## src/rtl/cpu_sequencer.sv

```systemverilog
// Multi-cycle instruction sequencer: FETCH/DECODE/EXEC over a synchronous
// instruction memory, an 8x32 register file and an external combinational ALU.
module cpu_sequencer #(
    parameter int AW = 8
) (
    input  logic          i_clk,
    input  logic          i_rst,
    input  logic          i_start,
    output logic          o_busy,
    output logic          o_halted,
    output logic          o_err,
    output logic [31:0]   o_retired,
    output logic          o_imem_en,
    output logic [AW-1:0] o_imem_addr,
    input  logic [31:0]   i_imem_rdata,
    output logic [3:0]    o_alu_op,
    output logic [31:0]   o_alu_a,
    output logic [31:0]   o_alu_b,
    input  logic [31:0]   i_alu_result,
    input  logic          i_alu_zero,
    input  logic          i_alu_gt,
    input  logic [2:0]    i_dbg_addr,
    output logic [31:0]   o_dbg_data
);

    localparam logic [3:0] OP_SUB  = 4'd1;
    localparam logic [3:0] OP_LDI  = 4'd4;
    localparam logic [3:0] OP_BEQ  = 4'd5;
    localparam logic [3:0] OP_BGT  = 4'd6;
    localparam logic [3:0] OP_HALT = 4'd7;
    localparam logic [3:0] OP_NOP  = 4'hF;

    typedef enum logic [2:0] {
        S_IDLE, S_FETCH, S_DECODE, S_EXEC, S_HALT
    } state_t;

    state_t        r_state;
    state_t        w_next;
    logic [AW-1:0] r_pc;
    logic [31:0]   r_ir;
    logic [31:0]   r_regs [0:7];
    logic          r_halted;
    logic          r_err;
    logic [31:0]   r_retired;

    logic [3:0]    w_opc;
    logic [2:0]    w_rd;
    logic [2:0]    w_rs1;
    logic [2:0]    w_rs2;
    logic [15:0]   w_imm;
    logic [AW-1:0] w_target;
    logic [AW-1:0] w_pc_inc;
    logic [31:0]   w_rs1_val;
    logic [31:0]   w_rs2_val;
    logic          w_is_alu;
    logic          w_is_halt;
    logic          w_illegal;
    logic          w_br_taken;
    logic          w_wr_en;
    logic [31:0]   w_wr_data;
    logic          w_unused;

    assign w_opc    = r_ir[31:28];
    assign w_rd     = r_ir[27:25];
    assign w_rs1    = r_ir[24:22];
    assign w_rs2    = r_ir[21:19];
    assign w_imm    = r_ir[15:0];
    assign w_target = r_ir[AW-1:0];
    assign w_unused = ^r_ir[18:16];
    assign w_pc_inc = r_pc + {{(AW-1){1'b0}}, 1'b1};

    // R0 is hardwired to zero on every read port
    assign w_rs1_val = (w_rs1 == 3'd0) ? 32'd0 : r_regs[w_rs1];
    assign w_rs2_val = (w_rs2 == 3'd0) ? 32'd0 : r_regs[w_rs2];

    assign w_is_alu   = (w_opc[3:2] == 2'b00);
    assign w_is_halt  = (w_opc == OP_HALT);
    assign w_illegal  = w_opc[3] && (w_opc != OP_NOP);
    assign w_br_taken = ((w_opc == OP_BEQ) && i_alu_zero) ||
                        ((w_opc == OP_BGT) && i_alu_gt);
    assign w_wr_en    = (w_is_alu || (w_opc == OP_LDI)) && (w_rd != 3'd0);
    assign w_wr_data  = w_is_alu ? i_alu_result : {16'd0, w_imm};

    always_ff @(posedge i_clk) begin
        if (i_rst) r_state <= S_IDLE;
        else       r_state <= w_next;
    end

    always_comb begin
        w_next = r_state;
        case (r_state)
            S_IDLE, S_HALT: if (i_start) w_next = S_FETCH;
            S_FETCH:        w_next = S_DECODE;
            S_DECODE:       w_next = S_EXEC;
            S_EXEC:         w_next = (w_is_halt || w_illegal) ? S_HALT : S_FETCH;
            default:        w_next = S_IDLE;
        endcase
    end

    // ALU is held idle (NOP, zero operands) outside EXEC
    always_comb begin
        o_busy    = (r_state == S_FETCH) || (r_state == S_DECODE) || (r_state == S_EXEC);
        o_imem_en = (r_state == S_FETCH);
        o_alu_op  = OP_NOP;
        o_alu_a   = 32'd0;
        o_alu_b   = 32'd0;
        if (r_state == S_EXEC) begin
            if (w_is_alu) begin
                o_alu_op = w_opc;
                o_alu_a  = w_rs1_val;
                o_alu_b  = w_rs2_val;
            end else if ((w_opc == OP_BEQ) || (w_opc == OP_BGT)) begin
                o_alu_op = OP_SUB;
                o_alu_a  = w_rs1_val;
                o_alu_b  = w_rs2_val;
            end
        end
    end

    always_ff @(posedge i_clk) begin
        if (i_rst) begin
            r_pc      <= '0;
            r_ir      <= '0;
            r_halted  <= 1'b0;
            r_err     <= 1'b0;
            r_retired <= '0;
            for (int i = 0; i < 8; i++) r_regs[i] <= '0;
        end else begin
            case (r_state)
                S_IDLE, S_HALT: begin
                    if (i_start) begin
                        r_pc     <= '0;
                        r_halted <= 1'b0;
                        r_err    <= 1'b0;
                    end
                end
                S_DECODE: r_ir <= i_imem_rdata;
                S_EXEC: begin
                    r_pc <= w_br_taken ? w_target : w_pc_inc;
                    if (w_wr_en) r_regs[w_rd] <= w_wr_data;
                    // illegal opcodes stop the machine without retiring
                    if (!w_illegal) r_retired <= r_retired + 32'd1;
                    if (w_is_halt || w_illegal) r_halted <= 1'b1;
                    if (w_illegal) r_err <= 1'b1;
                end
                default: ;
            endcase
        end
    end

    assign o_halted    = r_halted;
    assign o_err       = r_err;
    assign o_retired   = r_retired;
    assign o_imem_addr = r_pc;
    assign o_dbg_data  = (i_dbg_addr == 3'd0) ? 32'd0 : r_regs[i_dbg_addr];

endmodule

```

## config.mk

```make
export PLATFORM = sky130hd
export DESIGN_NAME = cpu_sequencer
export DESIGN_NICKNAME = d
export VERILOG_FILES = /design/src/rtl/cpu_sequencer.sv
export SDC_FILE = /design/constraint.sdc
export NUM_CORES = 1
export LEC_CHECK = 0
export ABC_CLOCK_PERIOD_IN_PS = 3500
export CORE_ASPECT_RATIO = 0.9
export CORE_MARGIN = 2
export CORE_UTILIZATION = 55
export DETAILED_ROUTE_END_ITERATION = 10
export PLACE_DENSITY_LB_ADDON = 0.15
export SLEW_MARGIN = 20
export SYNTH_ARGS = -nofsm -noshare
export SYNTH_HDL_FRONTEND = slang
export SYNTH_SLANG_ARGS = --single-unit
```

## constraint.sdc

```tcl
create_clock -name i_clk -period 3.5 [get_ports i_clk]
set_input_delay 0.7 -clock i_clk [delete_from_list [all_inputs] [get_ports i_clk]]
set_output_delay 0.7 -clock i_clk [all_outputs]
set_load 0.01 [all_outputs]
```

==> After elaboration in Yosys (flattened, before gate mapping) <==
Memory sizes are Yosys's and may differ from the RTL's. A register that Yosys moved wholly into a read port is not among the register bits.
Index checks and enable logic that the tools add are counted.
{ "totals": {"regBits": 77, "in_bits": 72, "mem_bits_rw": 256, "out_inout_bits": 144, "wordCells": 82, "memories": 1} }
{ "op_classes": {"addsub": 2, "n_reduce_logical": 23, "eq_ne": 12, "bitwise_logic": 1, "n_mux": 37} }
{ "memory_table": {"columns": ["name", "depth", "word_bits", "read_ports", "rd_clocked_by_memory_dff", "wr", "line", "text"], "rows": [
  ["r_regs", 8, 32, 3, 2, 8, "41", "logic [31:0] r_regs [0:7];"]
]} }
{ "op_table": {"columns": ["cell", "n"], "rows": [
  ["two-way mux 32 bit", 11],
  ["adder 32 x 1 -> 32 bit (second input constant)", 1],
  ["OR reduction 32 bit", 1],
  ["two-way mux 3 bit", 7],
  ["== test 4 x 3 -> 1 bit (second input constant)", 4],
  ["two-way mux 8 bit", 2],
  ["one-hot mux 8 bit (2 select lines)", 1],
  ["zero test 3 bit", 4],
  ["two-way mux 4 bit", 3],
  ["one-hot mux 3 bit (4 select lines)", 1],
  ["two-way mux 1 bit", 10],
  ["adder 8 x 1 -> 8 bit (second input constant)", 1],
  ["== test 3 x 2 -> 1 bit (second input constant)", 2],
  ["logical OR 1 bit", 6],
  ["!= test 2 bit (second input constant)", 3],
  ["AND reduction 3 bit", 2],
  ["logical AND 1 bit", 4],
  ["!= test 4 bit (second input constant)", 1],
  ["one-hot mux 1 bit (2 select lines)", 2],
  ["AND reduction 2 bit", 2],
  ["== test 3 x 1 -> 1 bit (second input constant)", 1],
  ["== test 3 bit (second input constant)", 1],
  ["nonzero test 3 bit", 1],
  ["zero test 2 bit", 1],
  ["3 further kinds", 3]
]} }

==> Depth between registers and ports, before layout <==
Gate-level depths: netlist of run 1.
{ "depth": {"depth_word": 9, "depth_mapped": 8, "mapped_depth_nobuf": 5} }

==> Least setup slack after synthesis of run 1 <==
Ideal clock, no wire load.
{ "synth_path": {"kind": "in2out", "from": "input i_dbg_addr[1]", "to": "output o_dbg_data[14]", "path_stages": 5, "required_ns": 2.800, "path_buffers": 2, "path_slack_ns": 0.770, "arrival_ns": 2.030, "cell_sequence": "clkbuf_1 clkbuf_1 mux2_2 a221oi_1 a21oi_1"} }
{ "synth_between": {"elab_chain_len": 2, "word_cells_on_any_way": 3} }
{ "synth_lines": {"columns": ["item", "line", "text"], "rows": [
  ["from (decl)", "22", "input logic [2:0] i_dbg_addr,"],
  ["memory read (8 x 32 bit) or zero test 3 bit (tied branches)", null, null],
  ["two-way mux 32 bit (*)", "155", "assign o_dbg_data = (i_dbg_addr == 3'd0) ? 32'd0 : r_regs[i_dbg_addr];"],
  ["to (decl)", "23", "output logic [31:0] o_dbg_data"]
]} }
Mark *: on every way between the ends. The rest lies on a longest branch, timed or not.

==> Worst setup path in the final report of run 1 <==
{ "layout_path": {"from": "register r_state[2]", "to": "output o_alu_b[11]"} }
{ "layout_between": {"elab_chain_len": 2} }
{ "layout_lines": {"columns": ["item", "line", "text"], "rows": [
  ["from (decl)", "37", "state_t r_state;"],
  ["from (signal assigned)", "86", "else r_state <= w_next;"],
  ["== test 3 x 2 -> 1 bit", "107", "if (r_state == S_EXEC) begin"],
  ["two-way mux 32 bit", "107", null],
  ["to (decl)", "18", "output logic [31:0] o_alu_b,"]
]} }
Every way passes these cells.

==> impl_metrics.ini, run 1 <==
[logic_synthesis]
yosysSeqAreaShare_pct = 50.9
synth_edf_count = 256
async_reset_ff_share_pct = 0
synth_flop_cell = edfxtp_1
yosysWarnings = 0
synth_area_per_cell_um2 = 12.4
syn_inst = 1476
synth_area_um2 = 18300
synth.distinct_cells = 55
ys_ff_latch = 336

[sta]
fin_ws_ps = 112
clock_skew_ps = 22.8
min_period_ps = 3390
final-setup-viol-count = 0
tightest_slew_ps = 1000
hold_violations = 0
drv_slew = 0
rsz0062_at_grt = no
fmax_mhz = 295
slew_headroom_pct = 33.2
finalCritPeriodShare_pct = 96.8
setup_tns_ps = 0

[layout]
final_net_count = 1782
area_growth_pct = 24.4
drive_above_1_share_pct = 20.9

[placed_design]
pre_cts_slack_ps = 241
gp_congestion = 0.831
io_buffers = 212
hpwl_um = 33200

[setup_path]
crit_path_top_delay_cell = clkdlybuf4s50_1
cpPeakStageDelay_ps = 550
start_kind = register
cp-end-kind = primary output
reg2reg_to = r_regs[3][3]$_SDFFCE_PN0P_
crit_arrival_ps = 2690
cp_max_fo = 10
cp_cell_sequence = nand4bb_4, a31oi_1, buf_4, o31ai_4, buf_4, nor2_1, clkdlybuf4s50_1
required_ps = 2800
rrSetupSlack_ps = 1110
worstSetupEndpoint = o_alu_b[11]
crit_top_cell = buf_4
rr_worst_depth = 5
rr_startpoint = r_state[2]$_SDFFE_PP0P_
critPathLaunch = r_state[2]$_SDFFE_PP0P_
criticalPathCategory = register to primary output

[pwr]
p_leak_uw = 0.00765
power_density_nw_per_um2 = 454
ir_drop_mv = 0.323
p_total_uw = 10300

[cts]
clock_latency_ps = 530
cts_tree = built
cts-root-buf = clkbuf_16
cts_max_level = 2
clk_pin_slew_ps = 60
cts_buffers = 38
cts_sinks = 336
clockBufferDepth = 3
hold_buffers = 0

[detailed_routing]
first_pass_iters = 6
drc_errors = 0
wl_um = 53400
viasPerCell = 6.47
ant_nets = 0
drt-initial-drc-count = 1491
avgRoutedWirePerCell_um = 24.7
vias = 14000

[floorplan]
die_height_um = 177
die_area_um2 = 34700
ios = 216
die_w_um = 196
core_um2 = 32800
rows = 63
start_util_pct = 55.7

[run]
drv_cap = 0

[global_routing]
grt_start_max_net_pins = 82
grt_pass1_vias = 13800
grt_first_pass_wirelength_um = 79800
antenna_found_initial = 3
overflow = 0
track_usage_pct = 30.7

[status]
status = finished clean

[hold_path]
holdCritPathClass = register to register
-- metrics by stage --
stage               hold slack (ps)  util, %  cells  cell area [µm²]
detailed placement              450     64.9   2077            21300
CTS                             458     68.8   2149            22600
finish                          457     69.2   2160            22700
floorplan                       436        -   1507            18400
global placement                448     64.9   2077            21300
global route                    490     69.2   2159            22700
-- cell usage after synthesis, types with 2 or more instances --
master | instances | area share (%)
clkbuf_1 | 78 | 1.6
o2111ai_1 | 3 | 0.14
o21ai_0 | 4 | 0.11
nor3_1 | 6 | 0.16
nor3b_1 | 2 | 0.082
inv_1 | 41 | 0.84
a21oi_1 | 88 | 2.4
xnor2_1 | 6 | 0.29
mux2i_1 | 84 | 4.6
nand2b_1 | 12 | 0.41
nand2_1 | 100 | 2.1
nor2_1 | 306 | 6.3
edfxtp_1 | 256 | 42
nor4_1 | 7 | 0.24
nand4_1 | 7 | 0.24
dfxtp_1 | 80 | 8.8
mux4_2 | 160 | 20
and3_1 | 3 | 0.10
o211ai_1 | 2 | 0.082
o22ai_1 | 3 | 0.10
or3_1 | 9 | 0.31
a221oi_1 | 31 | 1.5
and4_1 | 3 | 0.14
buf_1 | 15 | 0.31
mux2_2 | 38 | 2.3
buf_2 | 27 | 0.74
nand3_1 | 15 | 0.41
or4_1 | 20 | 0.82
a32oi_1 | 3 | 0.14
a31oi_1 | 6 | 0.21
nor2b_1 | 9 | 0.31
nand4b_1 | 2 | 0.096
ha_1 | 2 | 0.14
nand3b_1 | 7 | 0.29
o31ai_1 | 20 | 0.82
a211oi_1 | 2 | 0.082
-- layout by cell type (no fill, tap or decap), types with 4 or more instances in the layout --
cell | synthesis | layout
inv_1 | 41 | 41
nand2b_2 | 0 | 7
clkbuf_16 | 0 | 41
clkbuf_1 | 78 | 9
nor2_1 | 306 | 305
edfxtp_1 | 256 | 256
nand2_1 | 100 | 95
nand2b_1 | 12 | 5
nor3_1 | 6 | 5
or4_1 | 20 | 20
clkdlybuf4s50_1 | 0 | 208
dfxtp_1 | 80 | 71
a31oi_1 | 6 | 6
or3_1 | 9 | 8
o31ai_1 | 20 | 18
a221oi_1 | 31 | 31
o21ai_0 | 4 | 4
dfxtp_2 | 0 | 7
clkinv_2 | 0 | 6
a21oi_1 | 88 | 88
nand3_1 | 15 | 13
buf_12 | 0 | 22
mux4_2 | 160 | 160
mux2_2 | 38 | 38
nand3b_1 | 7 | 7
nor4_1 | 7 | 7
mux2i_1 | 84 | 84
nand2_2 | 0 | 5
conb_1 | 1 | 32
clkinv_1 | 0 | 4
xnor2_1 | 6 | 6
nor2b_1 | 9 | 8
nand4_1 | 7 | 7
buf_4 | 0 | 49
-- kinds of logic (layout without fill, tap and decap cells) --
kind of cell | count (synthesis) | count (layout) | synth area share (%)
DFF | 336 | 336 | 50.9
AOI/OAI and AO/OA | 170 | 171 | 5.96
and+or+nand+nor | 516 | 516 | 12.4
adders and majority gates | 2 | 2 | 0.137
xor gates and xnor gates | 7 | 7 | 0.336
muxes | 282 | 282 | 26.7
other | 1 | 33 | 0.0205
buffers and inverters | 162 | 391 | 3.56
-- power by group --
group	switching [µW]	internal (µW)	total, µW
clock	1620	2420	4040
combinational	854	807	1660
sequential	159	4450	4610
total	2630	7680	10300
-- repair_timing --
| action | 4_1_cts | 5_1_grt |
|---|---|---|
| pin swaps | 0 | 0 |
| setup endpoints to repair | 47 | 59 |
| cloned | 0 | 1 |
| endpoints found under the hold margin | 0 | 0 |
| setup buffers | 3 | 9 |
| gates resized for setup | 1 | 3 |
-- registers in the layout, indices dropped and copies added (netlist names), named ones only --
name,cells
o_err,1
r_ir,29
o_retired,32
o_imem_addr,8
o_halted,1
r_regs,256
r_state,3
-- worst min-delay path by stage --
stage,startpoint,to,cells past startpoint
6_report,r_ir[8]$_SDFFE_PP0P_,r_ir[8]$_SDFFE_PP0P_,2
5_1_grt,r_ir[13]$_SDFFE_PP0P_,r_ir[13]$_SDFFE_PP0P_,2
4_1_cts,r_ir[13]$_SDFFE_PP0P_,r_ir[13]$_SDFFE_PP0P_,2
3_5_place_dp,r_ir[13]$_SDFFE_PP0P_,r_ir[13]$_SDFFE_PP0P_,2
3_3_place_gp,r_ir[13]$_SDFFE_PP0P_,r_ir[13]$_SDFFE_PP0P_,2
2_1_floorplan,r_ir[10]$_SDFFE_PP0P_,r_ir[10]$_SDFFE_PP0P_,2
-- critical path: cells and delay by family (launching register included) --
kind | cells | cell delay, ps
flip-flops | 1 | 370
AND/OR/NAND/NOR | 2 | 390
buffers and inverters | 3 | 1010
AO/OA/AOI/OAI | 2 | 400
-- metal layers --
metal / part of all wire [%] / wire length, µm / GRT usage [%] / vias to the layer above
li1: - / - / - / 6047
met1: 38 / 20200 / 41.1 / 6936
met2: 48 / 25900 / 51.4 / 853
met3: 10 / 5370 / 4.82 / 136
met4: 3.5 / 1880 / 11.4 / 2
met5: 0.024 / 13 / 0.855 / -
-- final cells by class --
type                            count  area, µm²
Tap cell                          422        528
Multi-Input combinational cell   1010       8550
Antenna cell                        1       2.50
Timing Repair Buffer              281       2900
Inverter                           41        154
Clock buffer                       53       1100
Clock inverter                     16        159
Fill cell                        2411      10100
Sequential cell                   336       9310
(Power assumes the default switching activity.)
==> run 2: changes to the inputs <==
- CORE_MARGIN: 2 -> unset
==> impl_metrics.ini, run 2 (same netlist as run 1, synthesis figures left out) <==
[status]
status = finished clean

[setup_path]
cp_max_fo = 10
crit_arrival_ps = 2680
critPathLaunch = r_state[2]$_SDFFE_PP0P_
path_buf_inv = 3
rr_worst_depth = 5
cpPeakStageDelay_ps = 560
cp_top_family = buffers and inverters
criticalPathCategory = register to primary output
cp-end-kind = primary output
required_ps = 2800
cp_cell_sequence = nand4bb_4, a31oi_1, buf_4, o31ai_4, buf_4, nor2_1, clkdlybuf4s50_1
worstSetupEndpoint = o_alu_b[15]
rr_startpoint = r_state[0]$_SDFFE_PP0P_
start_kind = register
crit_top_cell = buf_4
path_depth = 7
crit_path_top_delay_cell = clkdlybuf4s50_1
reg2reg_to = o_retired[24]$_SDFFE_PP0P_
rrSetupSlack_ps = 970

[sta]
hold_violations = 0
final-setup-viol-count = 0
min_period_ps = 3380
rsz0062_at_grt = no
tightest_slew_ps = 842
drv_slew = 0
clock_skew_ps = 16.7
setup_tns_ps = 0
fmax_mhz = 296
slew_headroom_pct = 42.3
finalCritPeriodShare_pct = 96.5

[cts]
cts_tree = built
cts_sinks = 336
clockBufferDepth = 3
hold_buffers = 0
clock_latency_ps = 530
cts_buffers = 38
cts-root-buf = clkbuf_16
clk_pin_slew_ps = 60
cts_max_level = 2

[detailed_routing]
vias = 14000
wl_um = 53200
drt-initial-drc-count = 1786
first_pass_iters = 5
avgRoutedWirePerCell_um = 24.7
drc_errors = 0
viasPerCell = 6.49
ant_nets = 0

[placed_design]
hpwl_um = 33300
place_inst = 2075
io_buffers = 212
gp_congestion = 0.849

[global_routing]
track_usage_pct = 31.5
antenna_found_initial = 0
grt_start_max_net_pins = 83
grt_first_pass_wirelength_um = 80700
grt_pass1_vias = 13700
overflow = 0

[pwr]
p_seq_share_pct = 44.3
ir_drop_mv = 0.341
p_sw_share_pct = 25.1
switchingPower_uw = 2610
power.internal_uw = 7790
combPwrFrac_pct = 16.1
clockPowerShare_pct = 39.6
p_leak_uw = 0.00771
power_density_nw_per_um2 = 456

[layout]
instances_no_fill = 2155
mostFrequentLayoutCells = 305 x nor2_1, 256 x edfxtp_1, 208 x clkdlybuf4s50_1
top_register = r_regs
area_growth_pct = 24.9
final_net_count = 1784
antenna_cells = 0
final_common_cell = nor2_1
largest_reg_flops = 256
drive_above_1_share_pct = 21.0

[floorplan]
core_um2 = 32300
ios = 216
die_area_um2 = 33900
rows = 62
start_util_pct = 56.6
die_w_um = 194
die_height_um = 175

[hold_path]
holdCritPathClass = register to register

[run]
drv_cap = 0
==> run 2: cell types whose count changed in the layout (fill, tap and decap cells not counted), moves of 2 or more <==
cell	before	now
clkinv_1	4	2
buf_4	49	47
buf_12	22	26
clkbuf_8	3	5
clkbuf_16	41	44
==> run 2: worst min path at each step <==
stage | from | endpoint | slack, ps | cells past startpoint
after detailed placement | o_halted$_SDFFE_PP0P_ | o_halted$_SDFFE_PP0P_ | 450 | 2
after global placement | r_ir[9]$_SDFFE_PP0P_ | r_ir[9]$_SDFFE_PP0P_ | 440 | 2
after CTS | r_ir[9]$_SDFFE_PP0P_ | r_ir[9]$_SDFFE_PP0P_ | 460 | 2
after global routing | r_ir[12]$_SDFFE_PP0P_ | r_ir[12]$_SDFFE_PP0P_ | 480 | 2
after floorplan | r_ir[10]$_SDFFE_PP0P_ | r_ir[10]$_SDFFE_PP0P_ | 440 | 2
final | o_halted$_SDFFE_PP0P_ | o_halted$_SDFFE_PP0P_ | 460 | 2
==> run 2: cell type report <==
cell class	count	area (µm²)
fill	2320	9470
inverter	41	154
tap	416	520
sequential	336	9300
multi-input combinational	1009	8540
timing repair buffer	284	2980
clock buffer	58	1200
clock inverter	11	109
==> run 2: power by group through the flow <==
| stage | clock, µW | combinational (µW) | sequential [µW] |
|---|---|---|---|
| 3_5_place_dp | 0 | 1630 | 4700 |
| 3_3_place_gp | 0 | 1600 | 4680 |
| 6_report | 4120 | 1680 | 4610 |
| 4_1_cts | 4160 | 1660 | 4610 |
| 2_1_floorplan | 0 | 1090 | 4600 |
| 5_1_grt | 4330 | 1770 | 4630 |
==> run 2: worst reg2reg max path: stages, from the launching register on <==
cell and delay [ps]:
dfxtp_1 370, buf_4 180, and3b_1 610, o2111ai_1 530, or4_1 610, a21oi_1 170
==> run 2: what timing repair did <==
item | 4_1_cts | 5_1_grt
endpoints found under the hold margin | 0 | 0
setup buffers | 8 | 3
resized for setup | 0 | 4
setup endpoints to repair | 38 | 35
==> run 2: per-layer routing <==
| metal | routed length [µm] | vias to the layer above | share of wire, % | GRT usage, % |
|---|---|---|---|---|
| li1 | - | 6055 | - | - |
| met1 | 20200 | 6918 | 38 | 43.8 |
| met2 | 25700 | 901 | 48 | 51.0 |
| met3 | 5780 | 120 | 11 | 4.77 |
| met4 | 1510 | 0 | 2.8 | 10.9 |
| met5 | 0 | - | 0 | 0 |
==> run 2: stage by stage <==
step,setup slack (ps),instance area [µm²],hold slack [ps],utilization [%],total power (µW)
2_1_floorplan,770,18400,436,-,5690
3_3_place_gp,294,21400,445,66.2,6290
3_5_place_dp,301,21400,449,66.2,6330
4_1_cts,0.0653,22800,458,70.5,10400
5_1_grt,19.5,22800,478,70.7,10700
6_report,121,22800,456,70.7,10400
